<file path="src/rtl/control_seq.sv">
// Purpose: microcoded-style control sequencer for a single-accumulator CPU:
//          fetch (F1-F3), decode, up to three execute cycles, halt.
// Latency: all outputs registered; they reflect state_dbg in the same cycle.
// Backpressure: none; start is only honoured in IDLE and HALT is sticky until reset.
// Ports: clk/rst (async active-low), start, opcode[7:0], acc_zero in;
//        C0..C8 control strobes, alu_op[1:0], halted, state_dbg[3:0], instr_cnt[7:0] out.
module control_seq (
    input  logic       clk,
    input  logic       rst,
    input  logic       start,
    input  logic [7:0] opcode,
    input  logic       acc_zero,
    output logic       C0,
    output logic       C1,
    output logic       C2,
    output logic       C3,
    output logic       C4,
    output logic       C5,
    output logic       C6,
    output logic       C7,
    output logic       C8,
    output logic [1:0] alu_op,
    output logic       halted,
    output logic [3:0] state_dbg,
    output logic [7:0] instr_cnt
);

    typedef enum logic [3:0] {
        S_IDLE   = 4'd0,
        S_F1     = 4'd1,
        S_F2     = 4'd2,
        S_F3     = 4'd3,
        S_DECODE = 4'd4,
        S_EX1    = 4'd5,
        S_EX2    = 4'd6,
        S_EX3    = 4'd7,
        S_HALT   = 4'd8
    } state_t;

    localparam logic [7:0] OP_LOAD  = 8'h01;
    localparam logic [7:0] OP_STORE = 8'h02;
    localparam logic [7:0] OP_ADD   = 8'h03;
    localparam logic [7:0] OP_SUB   = 8'h04;
    localparam logic [7:0] OP_JMP   = 8'h05;
    localparam logic [7:0] OP_JZ    = 8'h06;
    localparam logic [7:0] OP_HLT   = 8'h07;

    localparam logic [1:0] ALU_PASS = 2'b00;
    localparam logic [1:0] ALU_ADD  = 2'b01;
    localparam logic [1:0] ALU_SUB  = 2'b10;

    state_t      state_q, state_d;
    logic [7:0]  opc_q, opc_d;
    logic [7:0]  cnt_q, cnt_d;
    logic [8:0]  ctrl_q, ctrl_d;   // bit n drives Cn
    logic [1:0]  alu_q, alu_d;
    logic        halt_q, halt_d;

    // State register: every flop, including the output register, clears
    // asynchronously so a reset mid-instruction leaves no partial strobe.
    always_ff @(posedge clk or negedge rst) begin
        if (!rst) begin
            state_q <= S_IDLE;
            opc_q   <= 8'h00;
            cnt_q   <= 8'h00;
            ctrl_q  <= 9'h000;
            alu_q   <= ALU_PASS;
            halt_q  <= 1'b0;
        end else begin
            state_q <= state_d;
            opc_q   <= opc_d;
            cnt_q   <= cnt_d;
            ctrl_q  <= ctrl_d;
            alu_q   <= alu_d;
            halt_q  <= halt_d;
        end
    end

    // Next-state logic, opcode latch and completed-instruction counter.
    always_comb begin
        state_d = state_q;
        opc_d   = opc_q;
        cnt_d   = cnt_q;
        case (state_q)
            S_IDLE:   if (start) state_d = S_F1;
            S_F1:     state_d = S_F2;
            S_F2:     state_d = S_F3;
            S_F3:     state_d = S_DECODE;
            S_DECODE: begin
                opc_d = opcode;
                if (opcode == OP_HLT)
                    state_d = S_HALT;
                else if (opcode >= OP_LOAD && opcode <= OP_JZ)
                    state_d = S_EX1;
                else
                    state_d = S_F1;       // undefined opcodes behave as NOP
            end
            S_EX1:    state_d = (opc_q == OP_JMP || opc_q == OP_JZ) ? S_F1 : S_EX2;
            S_EX2:    state_d = S_EX3;
            S_EX3:    state_d = S_F1;
            S_HALT:   state_d = S_HALT;
            default:  state_d = S_IDLE;
        endcase

        // An instruction completes when we re-enter fetch from decode or
        // execute; the initial IDLE->F1 launch is not a completion.
        if (state_d == S_F1 &&
            (state_q == S_DECODE || state_q == S_EX1 || state_q == S_EX3))
            cnt_d = cnt_q + 8'd1;
    end

    // Output decode. It is evaluated on the state being entered so the
    // registered strobes line up with state_dbg in the same cycle. For JZ
    // the acc_zero value present on the edge into EX1 decides the jump.
    always_comb begin
        ctrl_d = 9'h000;
        alu_d  = ALU_PASS;
        halt_d = 1'b0;
        case (state_d)
            S_F1:     ctrl_d[2] = 1'b1;
            S_F2: begin
                ctrl_d[3] = 1'b1;
                ctrl_d[0] = 1'b1;
            end
            S_F3:     ctrl_d[1] = 1'b1;
            S_EX1: begin
                case (opc_d)
                    OP_LOAD, OP_STORE, OP_ADD, OP_SUB: ctrl_d[8] = 1'b1;
                    OP_JMP:                            ctrl_d[7] = 1'b1;
                    OP_JZ:                             ctrl_d[7] = acc_zero;
                    default:                           ctrl_d    = 9'h000;
                endcase
            end
            S_EX2: begin
                if (opc_d == OP_STORE) ctrl_d[5] = 1'b1;
                else                   ctrl_d[3] = 1'b1;
            end
            S_EX3: begin
                case (opc_d)
                    OP_STORE: ctrl_d[6] = 1'b1;
                    OP_ADD: begin
                        ctrl_d[4] = 1'b1;
                        alu_d     = ALU_ADD;
                    end
                    OP_SUB: begin
                        ctrl_d[4] = 1'b1;
                        alu_d     = ALU_SUB;
                    end
                    default: ctrl_d[4] = 1'b1;   // LOAD: ALU passes MBR through
                endcase
            end
            S_HALT:   halt_d = 1'b1;
            default:  ctrl_d = 9'h000;
        endcase
    end

    assign C0        = ctrl_q[0];
    assign C1        = ctrl_q[1];
    assign C2        = ctrl_q[2];
    assign C3        = ctrl_q[3];
    assign C4        = ctrl_q[4];
    assign C5        = ctrl_q[5];
    assign C6        = ctrl_q[6];
    assign C7        = ctrl_q[7];
    assign C8        = ctrl_q[8];
    assign alu_op    = alu_q;
    assign halted    = halt_q;
    assign state_dbg = state_q;
    assign instr_cnt = cnt_q;

endmodule

</file>
<file path="config.mk">
export PLATFORM = sky130hd
export DESIGN_NAME = control_seq
export DESIGN_NICKNAME = d
export VERILOG_FILES = /design/src/rtl/control_seq.sv
export SDC_FILE = /design/constraint.sdc
export NUM_CORES = 1
export LEC_CHECK = 0
export ABC_AREA = 0
export CORE_MARGIN = 3
export CORE_UTILIZATION = 52
export DETAILED_ROUTE_END_ITERATION = 8
export GPL_TIMING_DRIVEN = 0
export PLACE_DENSITY = 0.83
export SYNTH_ARGS = -nofsm -noshare
export SYNTH_HDL_FRONTEND = slang
export SYNTH_SLANG_ARGS = --single-unit
</file>
<file path="constraint.sdc">
create_clock -name clk -period 4 [get_ports clk]
set_clock_uncertainty 0.05 [all_clocks]
set_input_delay 0.8 -clock clk [delete_from_list [all_inputs] [get_ports clk]]
set_output_delay 0.8 -clock clk [all_outputs]
set_load 0.01 [all_outputs]
</file>
Word-level counts from Yosys, hierarchy flattened
Index checks and enable logic that the tools add are counted.

Divide/modulo/power cells: 0. Reductions and logical operators: 7. Bitwise operators: 0. Magnitude comparators: 2. Equality and inequality tests: 24. $mul: 0. Muxes and demuxes: 21. Shifts and indexed selects: 0. $add $sub $neg: 1.

Operators by type and width (number): $eq 8x3->1 const B (6); $pmux 4 s9 (1); $eq 4x3->1 const B (7); $eq 4x2->1 const B (4); $eq 8x2->1 const B (2); $mux 1 (10); $add 8x1->8 const B (1); $eq 4x1->1 const B (2); $eq 4x4->1 const B (2); $eq 8x1->1 const B (1); $ge 8x1->1 const B (1); $le 8x3->1 const B (1); $mux 4 (2); $mux 8 (1); $mux 3 (2); $logic_not 4->1 (1); $mux 2 (2); $pmux 1 s2 (2); $pmux 2 s2 (1); $reduce_or 4->1 (1); $logic_or 1x1->1 (3); $logic_and 1x1->1 (2).

Latch bits: 0. Bits in writable memories: 0. Input port bits: 12. Memory bits (read-only): 0. Memories kept: 0. Bits in registers: 32.

Depth between registers and ports, before layout
Gate-level depths: netlist of the first run.

Word-level depth: 7. Gate-level depth with buffers: 7. Mapped depth without buffers: 6.

Worst setup path after synthesis of the first run
Ideal clock, no wire load.

Path type: input to register. Start: input port opcode[5]. End: register cnt_q[1], in the netlist instr_cnt[1]. Arrival time: 2573 ps. Path buffers: 0. Cell stages on the path: 5. Setup time: 125 ps. Setup slack: 1252 ps. Data required time: 3825 ps. Cells stage by stage: or4_4 > or3b_2 > o221ai_2 > or3_4 > mux2_4.

Longest elaborated chain between the ends: 7. Elaborated cells on any way between the ends: 9. Classes of those cells: order compare (2); eq/ne (2); mux (3); reduce/logical (2).

RTL lines: start, declared (RTL line 11) `input logic [7:0] opcode,`; $ge 8x1->1 / $le 8x3->1 (equally long branches) (RTL line 93) `else if (opcode >= OP_LOAD && opcode <= OP_JZ)`; $logic_and 1x1->1 (RTL line 93); $mux 3 (RTL line 93); $mux 4 (*) (RTL line 91) `if (opcode == OP_HLT)`; $pmux 4 s9 (*) (RTL line 84) `case (state_q)`; $eq 4x1->1 (*) (RTL line 107) `if (state_d == S_F1 &&`; $logic_and 1x1->1 (*) (RTL line 107); end signal, assigned (RTL line 72) `cnt_q <= cnt_d;`; end, declared (RTL line 54) `logic [7:0] cnt_q, cnt_d;`.

Every way passes the cells marked *; elsewhere a longest branch is shown, timed or not. A chain may end at the register's enable or synchronous reset.

Final worst setup path of the first run
Ends and elaborated chain as after synthesis.

==> run_results.csv, run 1 <==
group,metric,value,unit
status,status,"finished, final reports clean",
cts,holdBufCountCts,0,
drt,wirelength,2990,um
pwr,p_int,0.762,mW
global_routing,grt_pass1_wl,5320,um
cts,clockBufferDepth,2,
cts,clock-sinks,32,
synthesis,seq_area_frac_synth,53.0,%
pwr,power_per_cell_area,639,nW/um^2
die,die_area,3590,um^2
cts,cts_tree,"done",
layout,final_nets,200,
sta,fin_tns_setup,0,ps
synthesis,synth_top_area_cell,"dfrtp_1",
pwr,clkPwrFrac,13.1,%
cts,cts_resized,0,
critical_path,crit_fanout,7,
sta,fin_hold_ws,418,ps
synthesis,synth_cells,145,
die,die_w,59.9,um
critical_path,critical-path-top-delay-family,"simple AND/OR/NAND/NOR gates",
sta,hold_viol,0,
pwr,pwr-share-seq,41.5,%
global_routing,grt.total_usage,20.1,%
layout,syn_to_final_growth,28.4,%
cts,h-tree-depth,2,
pwr,comb_power_share,45.4,%
placement,dp.cells,210,
critical_path,r2r_cells,5,
global_routing,grt_overflow,0,
global_routing,antenna_found_initial,0,
critical_path,crit_chain,"clkdlybuf4s50_1 > or4_4 > or3b_2 > o221ai_2 > or3_4 > mux2_4",
die,io-pin-count,36,
critical_path,cp-end-kind,"register",
sta,worstMarginPinSlew,665,ps
layout,layout-drive-gt1-share,11.2,%
critical_path,crit_type,"primary input to register",
drt,wl_per_cell,13.8,um
pwr,ir_drop,602,uV
synthesis,synth_most_common_cell,"dfrtp_1",
pwr,p_leak,0.864,nW
sta,period_share,73.9,%
flow_run,max-cap-violations,0,
cts,cts_buffers,5,
cts,clk_latency,320,ps
critical_path,cpMaxStageDelayCell,"or4_4",
critical_path,path_depth,6,
layout,antenna_cells,0,
pwr,total_power,1.24,mW
drt,remaining_drc_errors,0,
synthesis,synthTopCellsByArea,"dfrtp_1 53%, nand2_1 6.5%, nor3_1 3.6%",
placement,hpwlAfterDp,2310,um
critical_path,crit_required,4170,ps
sta,setup_violations,0,
placement,place_congestion,0.831,
synthesis,synth_edf_count,0,
die,num_rows,18,
synthesis,synth.distinct_cells,37,
cts,clock-root-buffer,"clkbuf_4",
drt,routed-via-count,1206,
critical_path,crit_buf_inv,1,
worst_hold_path,hold_class,"register to register",
worst_hold_path,min_path_cells,1,
drt,ant_nets,0,
layout,fin_cells,217,
synthesis,ys_ff_latch,32,
synthesis,yosys_warnings,0,
sta,fin_crit,2960,ps
synthesis,synth_top_area_share,53.0,%
pwr,p_sw_share,38.6,%
synthesis,synth_area,1510,um^2
synthesis,synthFlopType,"dfrtp_1",
drt,first_iter_violations,43,
critical_path,cp.arrival,3130,ps
critical_path,crit_path_start_kind,"primary input",
placement,io_buffers,35,
pwr,p_sw,0.478,mW
global_routing,grt_pass1_vias,1216,
synthesis,synth_fp_nets,158,
drt,first_pass_iters,4,
cts,path_clk_slew,90,ps
die,initial_core_util,57.9,%
synthesis,async_flop_share,100,%
critical_path,cpPeakStageDelay,560,ps
sta,slew_viol_final,0,
die,core,2610,um^2
sta,rsz0062_at_grt,"no",
cts,cts_setup_buffers,0,
synthesis,synth_area_per_cell,10.4,um^2
drt,via_per_inst,5.56,
synthesis,yosys-top-cells-count,"32 x dfrtp_1, 26 x nand2_1, 11 x nor3_1",
layout,fill_cells,201,
sta,max_freq,338,MHz
die,fp.dieH,59.9,um
sta,slew_headroom,55.7,%
global_routing,grt_max_degree,33,
==> flip-flops by register name, indices dropped and copies added, names as in the netlist <==
name and count:
opc_q 8, halted 1, instr_cnt 8, alu_op 2, ctrl_q 9, state_dbg 4
==> cell families (layout without fill, tap and decap cells) <==
logic type / Yosys count / count (layout) / share of synthesized area, %
adder cells (fa/ha/maj): 1 / 1 / 0.828
flip-flops: 32 / 32 / 53.0
AND/OR/NAND/NOR: 78 / 78 / 29.9
buffers and inverters: 11 / 53 / 2.90
XOR/XNOR: 9 / 9 / 5.22
multiplexers: 3 / 3 / 2.32
AO/OA/AOI/OAI: 11 / 11 / 5.88
==> per-layer routing <==
layer | vias to the layer above | share of wire, % | wire [um] | track usage, %
met5 | - | 0 | 0 | 0
li1 | 591 | - | - | -
met1 | 559 | 43 | 1290 | 25.7
met2 | 49 | 47 | 1410 | 31.9
met3 | 7 | 7.7 | 230 | 3.89
met4 | 0 | 1.9 | 57 | 10.4
==> cells in the final DEF, fill, tap and decap left out, types with 2 or more instances in the layout <==
master | netlist | layout
a21oi_1 | 2 | 2
a221oi_1 | 2 | 2
a31oi_1 | 2 | 2
and3_1 | 3 | 3
buf_2 | 2 | 3
clkbuf_1 | 3 | 4
clkbuf_4 | 0 | 5
clkdlybuf4s50_1 | 0 | 34
dfrtp_1 | 32 | 32
inv_1 | 6 | 6
mux2i_1 | 2 | 2
nand2_1 | 26 | 26
nand2b_1 | 4 | 4
nand3_1 | 5 | 5
nor2_1 | 9 | 9
nor3_1 | 11 | 11
nor4_1 | 5 | 5
nor4b_1 | 2 | 2
or4_4 | 2 | 2
xnor2_1 | 3 | 3
xor2_1 | 6 | 6
==> metrics by stage <==
stage	worst slack [ps]	utilization [%]	cell area (um^2)
5_1_grt	981	74.3	1940
3_5_place_dp	699	72.7	1900
4_1_cts	1050	74.5	1950
2_1_floorplan	1250	-	1510
3_3_place_gp	710	72.7	1900
6_report	1040	74.3	1940
==> worst reg2reg max path, stage by stage (launching register included) <==
cell and delay (ps):
dfrtp_1 390, or4_4 570, nor4b_4 340, o221ai_2 240, or3_4 380, mux2_4 300
==> power groups by stage <==
stage          clock network, mW  registers, mW  logic [mW]
2_1_floorplan                  0          0.534       0.328
3_3_place_gp                   0          0.513       0.545
3_5_place_dp                   0          0.520       0.567
4_1_cts                    0.168          0.514       0.569
5_1_grt                    0.184          0.529       0.628
6_report                   0.162          0.515       0.563
==> worst paths after layout <==
| path | startpoint | endpoint | slack [ps] |
|---|---|---|---|
| min | instr_cnt[7]$_DFFE_PN0P_ | instr_cnt[7]$_DFFE_PN0P_ | 420 |
| min reg2reg | instr_cnt[7]$_DFFE_PN0P_ | instr_cnt[7]$_DFFE_PN0P_ | 420 |
| max | opcode[5] | instr_cnt[1]$_DFFE_PN0P_ | 1040 |
| max reg2reg | opc_q[4]$_DFF_PN0_ | instr_cnt[1]$_DFFE_PN0P_ | 1630 |
| max in group asynchronous | rst | opc_q[5]$_DFF_PN0_ | 3020 |
| min in group asynchronous | rst | ctrl_q[0]$_DFF_PN0_ | 450 |
==> area by class of cell <==
cell class / count / area (um^2) / area share (%)
clock buffer: 6 / 41.3 / 2.13
clock inverter: 1 / 5.00 / 0.258
timing repair buffer: 35 / 345 / 17.8
inverter: 6 / 22.5 / 1.16
sequential: 32 / 801 / 41.3
multi-input combinational: 102 / 667 / 34.4
buffer: 5 / 21.3 / 1.10
tap: 30 / 37.5 / 1.93
No activity file was read; power rests on OpenSTA's default activity.
==> run 2: changes to the inputs <==
Settings changed: CORE_UTILIZATION 52 to 44, PLACE_DENSITY 0.83 to 0.75.
Clock period 4 ns to 2.49 ns, I/O delays scaled along.
==> run 2 against run 1 <==
  * Die area grew 16%
  * Sequential cell count is the same
  * Count of clock-buffer cells in the layout grew 2
  * Non-clock buffer count grew 3
  * Total power grew 69%
  * Combinational power grew 72%
  * Setup slack lost 1000 ps
  * Largest cell class unchanged
  * Critical path type unchanged
  * Hold slack lost 270 ps
  * Final cell count grew 8.3%
  * Highest routed layer unchanged
  * Design area grew 4.9%
  * Largest power group unchanged
  * Register-to-register slack lost 1500 ps
==> run_results.csv, run 2 (same netlist as run 1, synthesis figures left out) <==
group,metric,value,unit
global_routing,grt_pass1_vias,1221,
layout,multi_input_area,709,um^2
drt,via_per_inst,5.32,
placement,io_buffers,35,
drt,ant_nets,0,
placement,hpwlAfterDp,2250,um
global_routing,grt_overflow,0,
die,num_rows,20,
layout,seq_area,801,um^2
cts,h-tree-depth,2,
die,core,3150,um^2
critical_path,crit_required,2710,ps
critical_path,cp-end-kind,"register",
cts,cts_buffers,5,
layout,final_area,2040,um^2
die,io-pin-count,36,
layout,layout_commonest_cell,"clkdlybuf4s50_1",
critical_path,crit_chain,"clkdlybuf4s50_1 > or4_4 > or2_4 > or4_4 > a21oi_2 > and3_1",
sta,hold_viol,0,
die,fp.dieH,64.6,um
die,die_area,4170,um^2
drt,wl_per_cell,13.4,um
critical_path,cpPeakStageDelay,570,ps
die,initial_core_util,47.9,%
drt,first_iter_violations,45,
worst_hold_path,hold_class,"primary input to async pin",
sta,period_share,98.3,%
global_routing,grt_pass1_wl,5320,um
sta,slew_headroom,53.6,%
global_routing,antenna_found_initial,0,
layout,largest_reg_flops,9,
pwr,power_per_cell_area,1030,nW/um^2
critical_path,rrSetupSlack,120,ps
cts,cts_tree,"done",
layout,antenna_cells,0,
layout,layout-drive-gt1-share,14.7,%
die,die_w,64.6,um
critical_path,r2r_start,"opc_q[4]$_DFF_PN0_",
status,status,"finished, final reports clean",
flow_run,max-cap-violations,0,
global_routing,grt_max_degree,33,
drt,routed-via-count,1250,
sta,max_freq,409,MHz
pwr,ir_drop,621,uV
cts,path_clk_slew,90,ps
cts,clockBufferDepth,2,
layout,fin_cells,235,
layout,top_register,"ctrl_q",
layout,syn_to_final_growth,34.7,%
sta,worstMarginPinSlew,695,ps
sta,fin_crit,2450,ps
pwr,p_leak,0.896,nW
drt,first_pass_iters,4,
cts,clock-root-buffer,"clkbuf_4",
layout,final_nets,203,
drt,remaining_drc_errors,0,
critical_path,crit_fanout,4,
placement,dp.cells,224,
layout,final_core_utilization,64.6,%
critical_path,cpMaxStageDelayCell,"or4_4",
drt,wirelength,3150,um
cts,clock-sinks,32,
sta,slew_viol_final,0,
placement,place_area,1920,um^2
cts,clk_latency,330,ps
sta,fin_tns_setup,0,ps
placement,place_congestion,0.826,
critical_path,crit_path_start_kind,"primary input",
critical_path,r2r_cells,5,
pwr,total_power,2.10,mW
global_routing,grt.total_usage,16.6,%
layout,layout_common_cells,"34 x clkdlybuf4s50_1, 32 x dfrtp_1, 26 x nand2_1, 11 x nor3_1, 9 x nor2_1",
critical_path,r2r_end,"instr_cnt[1]$_DFFE_PN0P_",
sta,setup_violations,0,
critical_path,path_common_cell,"or4_4",
layout,fill_cells,256,
critical_path,cp.arrival,2670,ps
critical_path,crit_type,"primary input to register",
run 2: worst max-delay path: cells and delay by family:
kind,cells,cell delay (ps)
buffers and inverters,1,420
and+or+nand+nor,4,1570
AOI/OAI and AO/OA,1,170
run 2: final cells by class:
| cell class | instances | share of cell area, % |
|---|---|---|
| buffer | 5 | 1.04 |
| clock buffer | 8 | 2.89 |
| inverter | 6 | 1.11 |
| multi-input combinational | 102 | 34.8 |
| sequential | 32 | 39.3 |
| tap | 44 | 2.70 |
| timing repair buffer | 38 | 18.1 |
run 2: how the worst max path moves through the flow:
| stage | start | to | slack [ps] |
|---|---|---|---|
| floorplan | opcode[5] | instr_cnt[1]$_DFFE_PN0P_ | 40 |
| global route | opc_q[4]$_DFF_PN0_ | instr_cnt[7]$_DFFE_PN0P_ | -8 |
| finish | opcode[5] | ctrl_q[5]$_DFF_PN0_ | 40 |
| CTS | opcode[5] | instr_cnt[1]$_DFFE_PN0P_ | 20 |
| global placement | opcode[5] | instr_cnt[1]$_DFFE_PN0P_ | -500 |
| detailed placement | opcode[5] | instr_cnt[1]$_DFFE_PN0P_ | -510 |
run 2: metal layers:
metal  wire length (um)  track usage (%)  up-vias
li1                   -                -      604
met1               1330             18.8      589
met2               1490             27.1       44
met3                222             6.41       13
met4                 99             8.44        0
met5                  0                0        -
run 2: repair_timing:
item,4_1_cts,5_1_grt
hold buffers,0,0
endpoints found under the setup margin,2,4
gates resized for setup,3,4
setup buffers,1,2
pin swaps,2,2
run 2: power breakdown:
part	leakage, nW	internal [mW]	total (mW)	switching (mW)
Combinational	0.453	0.471	0.968	0.497
Sequential	0.410	0.685	0.827	0.142
Clock	0.0326	0.139	0.302	0.163
Total	0.896	1.29	2.10	0.802
run 2: stage by stage:
stage / worst slack (ps) / hold WS, ps
4_1_cts: 19.6 / 428
3_5_place_dp: -507 / 412
3_3_place_gp: -500 / 408
5_1_grt: -8.37 / 196
2_1_floorplan: 43.9 / 152
6_report: 42.4 / 151
